===== src/rtl/card_pkg.sv =====
// Shared types and helpers for the card pair tracker.
package card_pkg;

  typedef enum logic [1:0] {IDLE, ONE, COMPARE, HOLD} state_e;

  localparam int N_CARDS_DEF = 16;
  localparam int SYM_W_DEF   = 4;
  // Widest deck/symbol the helper can slice (64 cards x 16-bit symbols).
  localparam int MAX_DECK_W  = 1024;
  localparam int MAX_SYM_W   = 16;

  function automatic logic [MAX_SYM_W-1:0] sym_at(input logic [MAX_DECK_W-1:0] deck,
                                                  input int unsigned idx,
                                                  input int unsigned sym_w);
    logic [MAX_SYM_W-1:0] mask;
    mask = (MAX_SYM_W'(1) << sym_w) - MAX_SYM_W'(1);
    return MAX_SYM_W'(deck >> (idx * sym_w)) & mask;
  endfunction

endpackage


===== src/rtl/hold_timer.sv =====
// Down-counter that pulses expire on the enabled cycle in which it sits at zero.
module hold_timer #(
  parameter int CNT_W = 4
) (
  input  logic             clk,
  input  logic             rst_n,
  input  logic             load,
  input  logic [CNT_W-1:0] load_val,
  input  logic             dec_en,
  output logic             expire
);
  logic [CNT_W-1:0] cnt_q;

  always_ff @(posedge clk) begin
    if (!rst_n)                        cnt_q <= '0;
    else if (load)                     cnt_q <= load_val;
    else if (dec_en && cnt_q != '0)    cnt_q <= cnt_q - CNT_W'(1);
  end

  assign expire = dec_en && (cnt_q == '0);
endmodule


===== src/rtl/card_pair_tracker.sv =====
// Board state for the memory game: accepts picks, evaluates pairs, locks
// matches and flips mismatches back after a hold time.
module card_pair_tracker
  import card_pkg::*;
#(
  parameter int N_CARDS     = N_CARDS_DEF,
  parameter int IDX_W       = 8,
  parameter int SYM_W       = SYM_W_DEF,
  parameter int HOLD_CYCLES = 25_000_000,
  localparam int PW         = $clog2(N_CARDS/2+1)
) (
  input  logic                     clk,
  input  logic                     rst_n,
  input  logic                     new_game,
  input  logic [N_CARDS*SYM_W-1:0] deck_symbols,
  input  logic                     pick_valid,
  input  logic [IDX_W-1:0]         pick_idx,
  output logic                     pick_ready,
  output logic                     pick_reject,
  output logic [N_CARDS-1:0]       face_up,
  output logic [N_CARDS-1:0]       matched,
  output logic                     pair_done,
  output logic                     pair_match,
  output logic [PW-1:0]            pairs_found,
  output logic                     all_matched
);
  localparam int CW    = $clog2(N_CARDS);
  localparam int CNT_W = $clog2(HOLD_CYCLES+1);
  localparam logic [IDX_W:0] NC   = (IDX_W+1)'(N_CARDS);
  localparam logic [PW-1:0]  HALF = PW'(N_CARDS/2);

  state_e               state_q, state_d;
  logic [N_CARDS-1:0]   face_up_q, face_up_d, matched_q, matched_d;
  logic [CW-1:0]        sel_a_q, sel_a_d, sel_b_q, sel_b_d;
  logic [PW-1:0]        pairs_q, pairs_d;
  logic                 reject_q, reject_d, done_q, done_d, pm_q, pm_d, all_q, all_d;
  logic                 legal, accept, sym_eq, tmr_load, tmr_dec, tmr_expire;
  logic [CW-1:0]        idx_c;

  assign idx_c      = pick_idx[CW-1:0];
  assign pick_ready = (state_q == IDLE) || (state_q == ONE);
  assign legal      = ({1'b0, pick_idx} < NC) && !face_up_q[idx_c] && !matched_q[idx_c];
  assign accept     = pick_valid && pick_ready && legal;
  assign sym_eq     = sym_at(MAX_DECK_W'(deck_symbols), 32'(sel_a_q), SYM_W)
                   == sym_at(MAX_DECK_W'(deck_symbols), 32'(sel_b_q), SYM_W);

  hold_timer #(.CNT_W(CNT_W)) u_hold (
    .clk      (clk),
    .rst_n    (rst_n),
    .load     (tmr_load),
    .load_val (CNT_W'(HOLD_CYCLES-1)),
    .dec_en   (tmr_dec),
    .expire   (tmr_expire)
  );

  always_comb begin
    state_d   = state_q;
    face_up_d = face_up_q;
    matched_d = matched_q;
    sel_a_d   = sel_a_q;
    sel_b_d   = sel_b_q;
    pairs_d   = pairs_q;
    reject_d  = pick_valid && pick_ready && !legal;
    done_d    = 1'b0;
    pm_d      = 1'b0;
    tmr_load  = 1'b0;
    tmr_dec   = 1'b0;
    unique case (state_q)
      IDLE: if (accept) begin
        face_up_d[idx_c] = 1'b1;
        sel_a_d          = idx_c;
        state_d          = ONE;
      end
      ONE: if (accept) begin
        face_up_d[idx_c] = 1'b1;
        sel_b_d          = idx_c;
        state_d          = COMPARE;
      end
      COMPARE: begin
        done_d = 1'b1;
        pm_d   = sym_eq;
        if (sym_eq) begin
          matched_d[sel_a_q] = 1'b1;
          matched_d[sel_b_q] = 1'b1;
          pairs_d            = pairs_q + PW'(1);
          state_d            = IDLE;
        end else begin
          tmr_load = 1'b1;
          state_d  = HOLD;
        end
      end
      HOLD: begin
        tmr_dec = 1'b1;
        if (tmr_expire) begin
          face_up_d[sel_a_q] = 1'b0;
          face_up_d[sel_b_q] = 1'b0;
          state_d            = IDLE;
        end
      end
      default: state_d = IDLE;
    endcase
    all_d = (pairs_d == HALF);
  end

  // new_game shares the reset path so a fresh board looks identical to power-up.
  always_ff @(posedge clk) begin
    if (!rst_n || new_game) begin
      state_q   <= IDLE;
      face_up_q <= '0;
      matched_q <= '0;
      sel_a_q   <= '0;
      sel_b_q   <= '0;
      pairs_q   <= '0;
      reject_q  <= 1'b0;
      done_q    <= 1'b0;
      pm_q      <= 1'b0;
      all_q     <= 1'b0;
    end else begin
      state_q   <= state_d;
      face_up_q <= face_up_d;
      matched_q <= matched_d;
      sel_a_q   <= sel_a_d;
      sel_b_q   <= sel_b_d;
      pairs_q   <= pairs_d;
      reject_q  <= reject_d;
      done_q    <= done_d;
      pm_q      <= pm_d;
      all_q     <= all_d;
    end
  end

  assign face_up     = face_up_q;
  assign matched     = matched_q;
  assign pick_reject = reject_q;
  assign pair_done   = done_q;
  assign pair_match  = pm_q;
  assign pairs_found = pairs_q;
  assign all_matched = all_q;
endmodule


===== config.mk =====
export PLATFORM = sky130hd
export DESIGN_NAME = card_pair_tracker
export DESIGN_NICKNAME = d
export VERILOG_FILES = /design/src/rtl/card_pkg.sv /design/src/rtl/hold_timer.sv /design/src/rtl/card_pair_tracker.sv
export SDC_FILE = /design/constraint.sdc
export NUM_CORES = 1
export LEC_CHECK = 0
export BUFFER_PORTS_ARGS = -buffer_cell sky130_fd_sc_hd__buf_2
export CORE_MARGIN = 1.5
export CORE_UTILIZATION = 30
export CTS_BUF_LIST = sky130_fd_sc_hd__clkbuf_8
export CTS_CLUSTER_DIAMETER = 80
export DETAILED_ROUTE_END_ITERATION = 16
export PLACE_DENSITY = 0.56
export SLEW_MARGIN = 20
export SYNTH_ARGS = -nofsm -noshare
export SYNTH_HDL_FRONTEND = slang
export SYNTH_SLANG_ARGS = --single-unit

===== constraint.sdc =====
create_clock -name clk -period 3 [get_ports clk]
set_clock_uncertainty 0.05 [all_clocks]
set_input_delay 0.45 -clock clk [delete_from_list [all_inputs] [get_ports clk]]
set_output_delay 0.45 -clock clk [all_outputs]
set_load 0.05 [all_outputs]

==> results.cfg, run 1 <==
[drt]
firstDrtPassIters = 4
num_vias = 4219
drtAntennaViolNets = 0
first_iter_violations = 267
viasPerCell = 5.409
route.detailed.drc = 0
wl_mm = 13.14
wl_per_cell_um = 16.85

[cts]
clockBufferDepth = 2
cts_root_buf = clkbuf_8
ctsHtreeMaxLevel = 3
cts.clk_slew.worst_paths_ns = 0.08
postCtsHoldBufs = 0
clk_latency_ns = 0.35
cts_made_buffers = 9
cts_tree = done
postCtsSetupBuffers = 0
cts_sinks = 75

[placed_design]
placed_area_mm2 = 0.005288
dp.cells = 764
gp_congestion = 0.9030
place_ws_ns = 0.1637
portBuffers = 116
hpwlAfterDp_mm = 10.31

[die]
chipWidth_um = 124.2
io_pins = 117
rows = 44
fp.dieH_um = 124.2
dieArea_mm2 = 0.01543
core_mm2 = 0.01442
start_util_pct = 30.57

[synth]
synth_area_per_cell_um2 = 9.401
synth_cell_types = 46
synth_cells = 469
synth-main-ff-cell = dfxtp_1
synth_seq_area_share_pct = 34.05
synth-seq-cells = 75
synthesis.nets = 548
synth-edff-count = 0
async_reset_ff_share_pct = 0
synthesis.area_mm2 = 0.004409
yosysWarnings = 0

[global_routing]
antenna_found_initial = 0
grt_pass1_wl_mm = 21.07
grt_max_degree = 24
grt_use_total_pct = 16.87
grt_pass1_vias = 4166
grt-ovfl-total = 0

[timing]
worstMarginPinSlew_ns = 0.5428
hold_viol = 0
drv_slew = 0
period_minus_slack_ns = 2.773
setup_viol = 0
max_freq_mhz = 360.6
worst_slew_margin_rel_pct = 63.48
setup_tns_ns = 0
fin_crit_sh_pct = 92.43
grt_setup_unrepaired = no
setup_ws_ns = 0.2271

[power]
power_leakage_uw = 0.002145
max-vdd-ir-drop_mv = 0.2442
p_per_area_mw_per_mm2 = 342.1
finalPower_uw = 1868

[worst_hold_path]
worstHoldEndpoint = pick_reject
hold_class = input pin to register
holdPathStages = 3
hold_start = pick_idx[5]

[setup_path]
timing.rr.start = sel_b_q[0]
path_cells = buf_12, mux4_2, a22oi_1, nand2_1, xor2_1, nor4_4, and2_2, or4_1, a211oi_2
crit_start = sel_b_q[0]
rr_endpoint = all_matched
reg2reg_slack_ns = 0.23
worst-setup-path-type = register to register
critical-path-max-stage-delay_ns = 0.52
cp-end-kind = register
required_ns = 3.21
crit_arrival_ns = 2.99
slowest_stage = mux4_2
startpoint_type = register
r2r_cells = 9
path_max_fanout = 21

[cells_and_area]
insertedDiodeCount = 0
nets = 670
layout_common_cells = buf_2 (116), dfxtp_1 (75), nor2_1 (73)
drive_gt1_share_pct = 32.89
seq_area_mm2 = 0.001501
final_common_cell = buf_2
fin_area_mm2 = 0.005461
fill_cells = 1484
syn_to_final_growth_pct = 23.86
fin_cells = 780
multi_input_area_mm2 = 0.002765

[outcome]
outcome = finished, final reports clean

[job]
cap_violations = 0
## worst max-delay path, delay by kind of cell (launching register included)
family | cells | cell delay (ns)
AO/OA/AOI/OAI | 2 | 0.42
XOR/XNOR | 1 | 0.28
buffers and inverters | 1 | 0.20
flip-flops | 1 | 0.36
multiplexers | 1 | 0.52
AND/OR/NAND/NOR | 4 | 0.87
## metal layers
metal  share of wire [%]  up-vias  GRT usage [%]
met1                  43     2023          21.52
met2                  47      192          27.89
li1                    -     1986              -
met5                   0        -              0
met3                 8.3       18          4.138
met4                 1.5        0          5.680
## through the flow
stage	hold WS (ns)	util [%]
3_5_place_dp	0.4319	36.66
3_3_place_gp	0.4237	36.66
6_report	0.3851	37.86
2_1_floorplan	0.4231	-
4_1_cts	0.3719	37.84
5_1_grt	0.4116	37.86
## worst max path at each step
stage                       to  slack, ns  cells past startpoint
3_3_place_gp   u_hold.cnt_q[6]       0.23                      9
6_report           all_matched       0.23                      9
2_1_floorplan      all_matched       0.40                     10
5_1_grt         pairs_found[0]       0.03                     10
4_1_cts        u_hold.cnt_q[6]       0.14                      9
3_5_place_dp    pairs_found[0]       0.16                     10
## cell type report
type / instances / area share, %
multi-input combinational: 362 / 50.63
sequential: 75 / 27.49
timing repair buffer: 136 / 14.07
tap: 184 / 4.215
clock buffer: 10 / 2.520
clock inverter: 6 / 0.5956
inverter: 7 / 0.4811
## synthesized netlist by cell type, drive strengths merged, types with 8 or more instances
| cell | count | area [um2] |
|---|---|---|
| mux4 | 35 | 788.3 |
| nor2 | 73 | 274.0 |
| a22oi | 17 | 127.6 |
| a32o | 8 | 80.08 |
| nand2 | 38 | 142.6 |
| o22ai | 16 | 100.1 |
| dfxtp | 75 | 1501 |
| clkbuf | 16 | 60.06 |
| xor2 | 19 | 166.4 |
| nor3 | 14 | 70.07 |
| a21oi | 27 | 135.1 |
| xnor2 | 12 | 105.1 |
| a21boi | 17 | 127.6 |
| buf | 9 | 60.06 |
| nand2b | 11 | 68.82 |
## flip-flops by register name, indices dropped and copies added, names as in the netlist
| name | count |
|---|---|
| pick_reject | 1 |
| pairs_found | 4 |
| sel_b_q | 4 |
| face_up | 16 |
| pair_done | 1 |
| sel_a_q | 4 |
| state_q | 2 |
| all_matched | 1 |
| u_hold.cnt_q | 25 |
| pair_match | 1 |
| matched | 16 |
## where the power goes
group	switching [uW]	leakage, uW	internal, uW
logic	92.9	0.00144	92.8
clock network	370	0.0000970	316
registers	0.948	0.000604	996
total	464	0.00215	1400
## logic make-up (layout without fill, tap and decap cells)
family	Yosys count	in the layout	synth area share [%]
and+or+nand+nor	183	183	19.95
AOI/OAI and AO/OA	103	103	16.20
DFF	75	75	34.05
muxes	42	42	19.47
buffers and inverters	32	159	3.320
xor gates and xnor gates	31	31	6.158
adders and majority gates	3	3	0.8514
## timing repair
action	4_1_cts	5_1_grt
endpoints found under the setup margin	0	10
hold endpoints to repair	0	0
resized for setup	0	2
No activity file was read; power rests on OpenSTA's default activity.
==> run 2: changes to the inputs <==
CELL_PAD_IN_SITES_DETAIL_PLACEMENT = 2   (was default)
CELL_PAD_IN_SITES_GLOBAL_PLACEMENT = 2   (was default)
PLACE_DENSITY = 0.82   (was 0.56)
==> results.cfg, run 2 (synthesis results as in run 1) <==
[cells_and_area]
regMostFlops = u_hold.cnt_q
fin_cells = 777
drive_gt1_share_pct = 32.38
fin_area_mm2 = 0.005456
final_common_cell = buf_2
insertedDiodeCount = 0
seq_area_mm2 = 0.001501
nets = 671
multi_input_area_mm2 = 0.002764
fill_cells = 1625
layout_common_cells = buf_2 (116), dfxtp_1 (75), nor2_1 (73)
syn_to_final_growth_pct = 23.75
largest_register_ff_count = 25

[timing]
period_minus_slack_ns = 2.816
max_freq_mhz = 355.1
setup_viol = 0
setup_tns_ns = 0
fin_crit_sh_pct = 93.88
grt_setup_unrepaired = no
drv_slew = 0
worst_slew_margin_rel_pct = 53.46
hold_viol = 0
holdWs_ns = 0.4436
worstMarginPinSlew_ns = 0.6967

[setup_path]
critical-path-max-stage-delay_ns = 0.53
path_cells = buf_4, mux4_2, a22oi_1, nand2_1, xor2_1, nor4_4, and2_1, buf_12, a2111oi_0
r2r_cells = 9
required_ns = 3.18
startpoint_type = register
rr_endpoint = state_q[0]
path_max_fanout = 19
timing.rr.start = sel_b_q[0]
cp-end-kind = register
worst-setup-path-type = register to register
slowest_stage = mux4_2
crit_arrival_ns = 3.00
reg2reg_slack_ns = 0.18

[drt]
drtAntennaViolNets = 0
first_iter_violations = 186
wl_met1_mm = 6.802
viasPerCell = 5.560
met3_wirelength_um = 774
route.detailed.drc = 0
firstDrtPassIters = 6
wl_mm = 15.95
wl_met2_mm = 8.084
routed.top_layer = met4
wl_per_cell_um = 20.53
num_vias = 4320

[die]
io_pins = 117
dieArea_mm2 = 0.01543
rows = 44
start_util_pct = 30.57
core_mm2 = 0.01442
fp.dieH_um = 124.2
chipWidth_um = 124.2

[worst_hold_path]
hold_class = register to register
hold_start = face_up[15]
worstHoldEndpoint = face_up[15]
holdPathStages = 2

[cts]
postCtsSetupBuffers = 0
clockBufferDepth = 2
cts_made_buffers = 9
clk_latency_ns = 0.37
cts_sinks = 75
cts.clk_slew.worst_paths_ns = 0.08
postCtsHoldBufs = 0
cts_root_buf = clkbuf_8
ctsHtreeMaxLevel = 3
cts_tree = done

[job]
cap_violations = 0

[placed_design]
dp.cells = 765
placed_area_mm2 = 0.005295
portBuffers = 116
hpwlAfterDp_mm = 12.45
gp_congestion = 0.8813

[global_routing]
grt_max_degree = 22
grt_pass1_wl_mm = 25.92
grt-ovfl-total = 0
grt_pass1_vias = 4823
grt_use_total_pct = 20.95
antenna_found_initial = 0

[power]
max-vdd-ir-drop_mv = 0.2745
p_per_area_mw_per_mm2 = 344.8
power_leakage_uw = 0.002139

[outcome]
outcome = finished, final reports clean
-- run 2: cell count changes in the layout (fill, tap and decap cells not counted), sizes merged --
cell / delta
buf: +1
clkbuf: +1
clkinv: -5
-- run 2: layout make-up --
class	instances	share of cell area [%]
multi-input combinational	362	50.65
sequential	75	27.52
timing repair buffer	137	14.29
tap	184	4.219
clock buffer	11	2.775
inverter	7	0.4815
clock inverter	1	0.06879
-- run 2: metrics by stage --
stage	total power [uW]	setup WS [ns]	util, %
detailed placement	1210	0.1979	36.71
global route	1949	0.003815	37.83
CTS	1897	0.1413	37.79
global placement	1200	0.2951	36.71
floorplan	1114	0.3952	-
finish	1881	0.1836	37.83
-- run 2: metal layers --
layer / up-vias / global-route usage (%)
li1: 1980 / -
met1: 2168 / 25.58
met2: 148 / 36.81
met3: 24 / 3.922
met4: 0 / 7.302
met5: - / 0
-- run 2: worst max-delay path: cells and delay by family, from the launching register on --
family / cells / cell delay [ns]
DFF: 1 / 0.38
muxes: 1 / 0.53
buffers and inverters: 2 / 0.40
AOI/OAI and AO/OA: 2 / 0.60
and+or+nand+nor: 3 / 0.38
xor gates and xnor gates: 1 / 0.34
-- run 2: how the worst max path moves through the flow --
stage	from	end	depth (start not counted)
after floorplan	sel_a_q[0]	all_matched	10
after global placement	sel_b_q[0]	state_q[0]	9
after detailed placement	sel_b_q[0]	u_hold.cnt_q[10]	10
after CTS	sel_b_q[0]	u_hold.cnt_q[10]	10
after global routing	sel_b_q[0]	u_hold.cnt_q[4]	10
final	sel_b_q[0]	state_q[0]	9
-- run 2: report_power, final --
part / switching [uW] / total (uW) / internal (uW)
combinational: 100 / 194 / 94.1
clock: 366 / 690 / 325
sequential: 0.883 / 997 / 996
total: 467 / 1880 / 1410
-- run 2: timing repair --
action | in CTS | in global routing
endpoints found under the hold margin | 0 | 0
resized for setup | 0 | 2
endpoints found under the setup margin | 0 | 14
==> run 3: changes to the inputs <==
CTS_CLUSTER_DIAMETER = default   (was 80)
SYNTH_HIERARCHICAL = 1   (was default)
==> results.cfg, run 3 <==
[outcome]
outcome = finished, final reports clean

[setup_path]
crit_start = sel_a_q[0]
worst-setup-path-type = register to register
critical-path-max-stage-delay_ns = 0.51
cp_common_cell = buf_4
crit_arrival_ns = 3.15
timing.rr.start = sel_a_q[0]
crit_cells = 11
cp-end-kind = register
reg2reg_slack_ns = 0.11
required_ns = 3.26
path_delay_family = simple AND/OR/NAND/NOR gates
rr_endpoint = all_matched
slowest_stage = mux4_2
cp_num_buf_inv = 3
crit_path_end = all_matched
path_max_fanout = 14
startpoint_type = register
r2r_cells = 11
path_cells = buf_12, buf_4, mux4_2, a22oi_1, nand2_1, xor2_1, nor4_4, buf_4, nand3_1, or3_4, a22oi_2

[drt]
wl_per_cell_um = 21.79
firstDrtPassIters = 4
viasPerCell = 5.569
first_iter_violations = 288
num_vias = 4995
drtAntennaViolNets = 0
wl_mm = 19.54
route.detailed.drc = 0

[synth]
synth_area_per_cell_um2 = 9.136
yosysMostFrequentCell = dfxtp_1
synth_area_leaders = dfxtp_1 (31%), mux4_2 (17%), a21oi_1 (5.3%), nor2_1 (4.9%), nand2_1 (2.7%)
async_reset_ff_share_pct = 0
synth_common_cells = dfxtp_1 (75), nor2_1 (63), a21oi_1 (51)
yosysTopAreaCell = dfxtp_1
yosysWarnings = 6
synthesis.area_mm2 = 0.004787
synth-edff-count = 0
synth-seq-cells = 75
synth_seq_area_share_pct = 31.36
synth_top_area_share_pct = 31.36
synth-main-ff-cell = dfxtp_1
synth_cell_types = 57
synth_cells = 524

[timing]
worstMarginPinSlew_ns = 0.5591
max_freq_mhz = 346.3
hold_viol = 0
fin_crit_sh_pct = 96.26
setup_tns_ns = 0
period_minus_slack_ns = 2.888
drv_slew = 0
worst_slew_margin_rel_pct = 62.38
setup_viol = 0

[cts]
postCtsHoldBufs = 0
cts_root_buf = clkbuf_8
cts.clk_slew.worst_paths_ns = 0.08
cts_sinks = 75
cts_made_buffers = 9
clk_latency_ns = 0.38
ctsHtreeMaxLevel = 3
cts_tree = done
clockBufferDepth = 2

[die]
io_pins = 117
fp.dieH_um = 129.3
start_util_pct = 31.14
dieArea_mm2 = 0.01672
rows = 45
core_mm2 = 0.01537
chipWidth_um = 129.3

[cells_and_area]
largest_register_ff_count = 25
fin_cells = 897
fill_cells = 1728
final_common_cell = buf_2
regMostFlops = u_hold/cnt_q
drive_gt1_share_pct = 35.13
post-route-util_pct = 40.37
syn_to_final_growth_pct = 29.61
nets = 761
layout_common_cells = buf_2 (116), dfxtp_1 (71), nor2_1 (63)
insertedDiodeCount = 0

[power]
power_leakage_uw = 0.002460
max-vdd-ir-drop_mv = 0.1881
p_per_area_mw_per_mm2 = 337.5

[placed_design]
dp.cells = 865
hpwlAfterDp_mm = 14.46
portBuffers = 116
gp_congestion = 0.8603

[job]
cap_violations = 0

[global_routing]
grt_pass1_vias = 5510
grt-ovfl-total = 0
antenna_found_initial = 0
grt_pass1_wl_mm = 29.24
grt_max_degree = 47
grt_use_total_pct = 22.79

[worst_hold_path]
hold_class = input pin to register
-- run 3: worst min-delay path by stage --
stage,slack [ns],end,cells past startpoint,start
final,0.31,pick_reject,2,pick_valid
after global routing,0.30,pick_reject,2,pick_valid
after CTS,0.28,pick_reject,2,pick_valid
after detailed placement,0.43,face_up[6],2,face_up[6]
after global placement,0.42,face_up[1],2,face_up[1]
after floorplan,0.42,u_hold/cnt_q[24],2,u_hold/cnt_q[24]
-- run 3: final cells by class --
type                       count  area (um2)  share of cell area (%)
multi-input combinational    434        3224                   51.97
sequential                    75        1509                   24.32
timing repair buffer         156       968.4                   15.61
tap                          211       264.0                   4.255
clock buffer                  10       137.6                   2.218
clock inverter                 5       78.83                   1.270
inverter                       6       22.52                  0.3630
-- run 3: metrics by stage --
step                total power (uW)  area, um2  hold slack [ns]  worst slack (ns)
global placement                1204       5783           0.4170            0.1832
finish                          2094       6205           0.3121            0.1122
CTS                             2110       6000           0.2839           0.01548
floorplan                       1116       4873           0.4196            0.2354
detailed placement              1215       5783           0.4286           0.03860
global route                    2173       6205           0.3049          -0.03434
-- run 3: power breakdown --
part | leakage, uW | switching (uW) | total [uW] | internal [uW]
sequential | 0.000606 | 1.22 | 996 | 995
combinational | 0.00175 | 116 | 211 | 95.1
clock | 0.000106 | 404 | 887 | 483
-- run 3: routing by layer --
layer | track usage [%] | up-vias | part of all wire [%]
li1 | - | 2255 | -
met1 | 25.56 | 2516 | 38
met2 | 41.71 | 167 | 52
met3 | 4.996 | 57 | 5.5
met4 | 9.319 | 0 | 3.8
met5 | 0 | - | 0
-- run 3: cell families after synthesis --
logic type | count (synthesis) | share of synthesized area (%)
flops | 75 | 31.36
mux | 46 | 19.29
simple gates | 198 | 23.03
other cells | 2 | 0.1569
xor+xnor | 18 | 3.293
fa+ha+maj | 3 | 0.7842
buf+inv | 38 | 3.764
compound gates | 144 | 18.32
-- run 3: what timing repair did --
action | 4_1_cts | 5_1_grt
setup buffers | 0 | 16
resized for setup | 0 | 16
endpoints found under the setup margin | 0 | 28
hold endpoints to repair | 0 | 0
-- run 3: worst reg2reg max path, cell delays in order, from the launching register on --
cell and delay, ns:
dfxtp_2 0.36, buf_12 0.16, buf_4 0.15, mux4_2 0.51, a22oi_1 0.28, nand2_1 0.13
xor2_1 0.19, nor4_4 0.20, buf_4 0.18, nand3_1 0.09, or3_4 0.35, a22oi_2 0.17
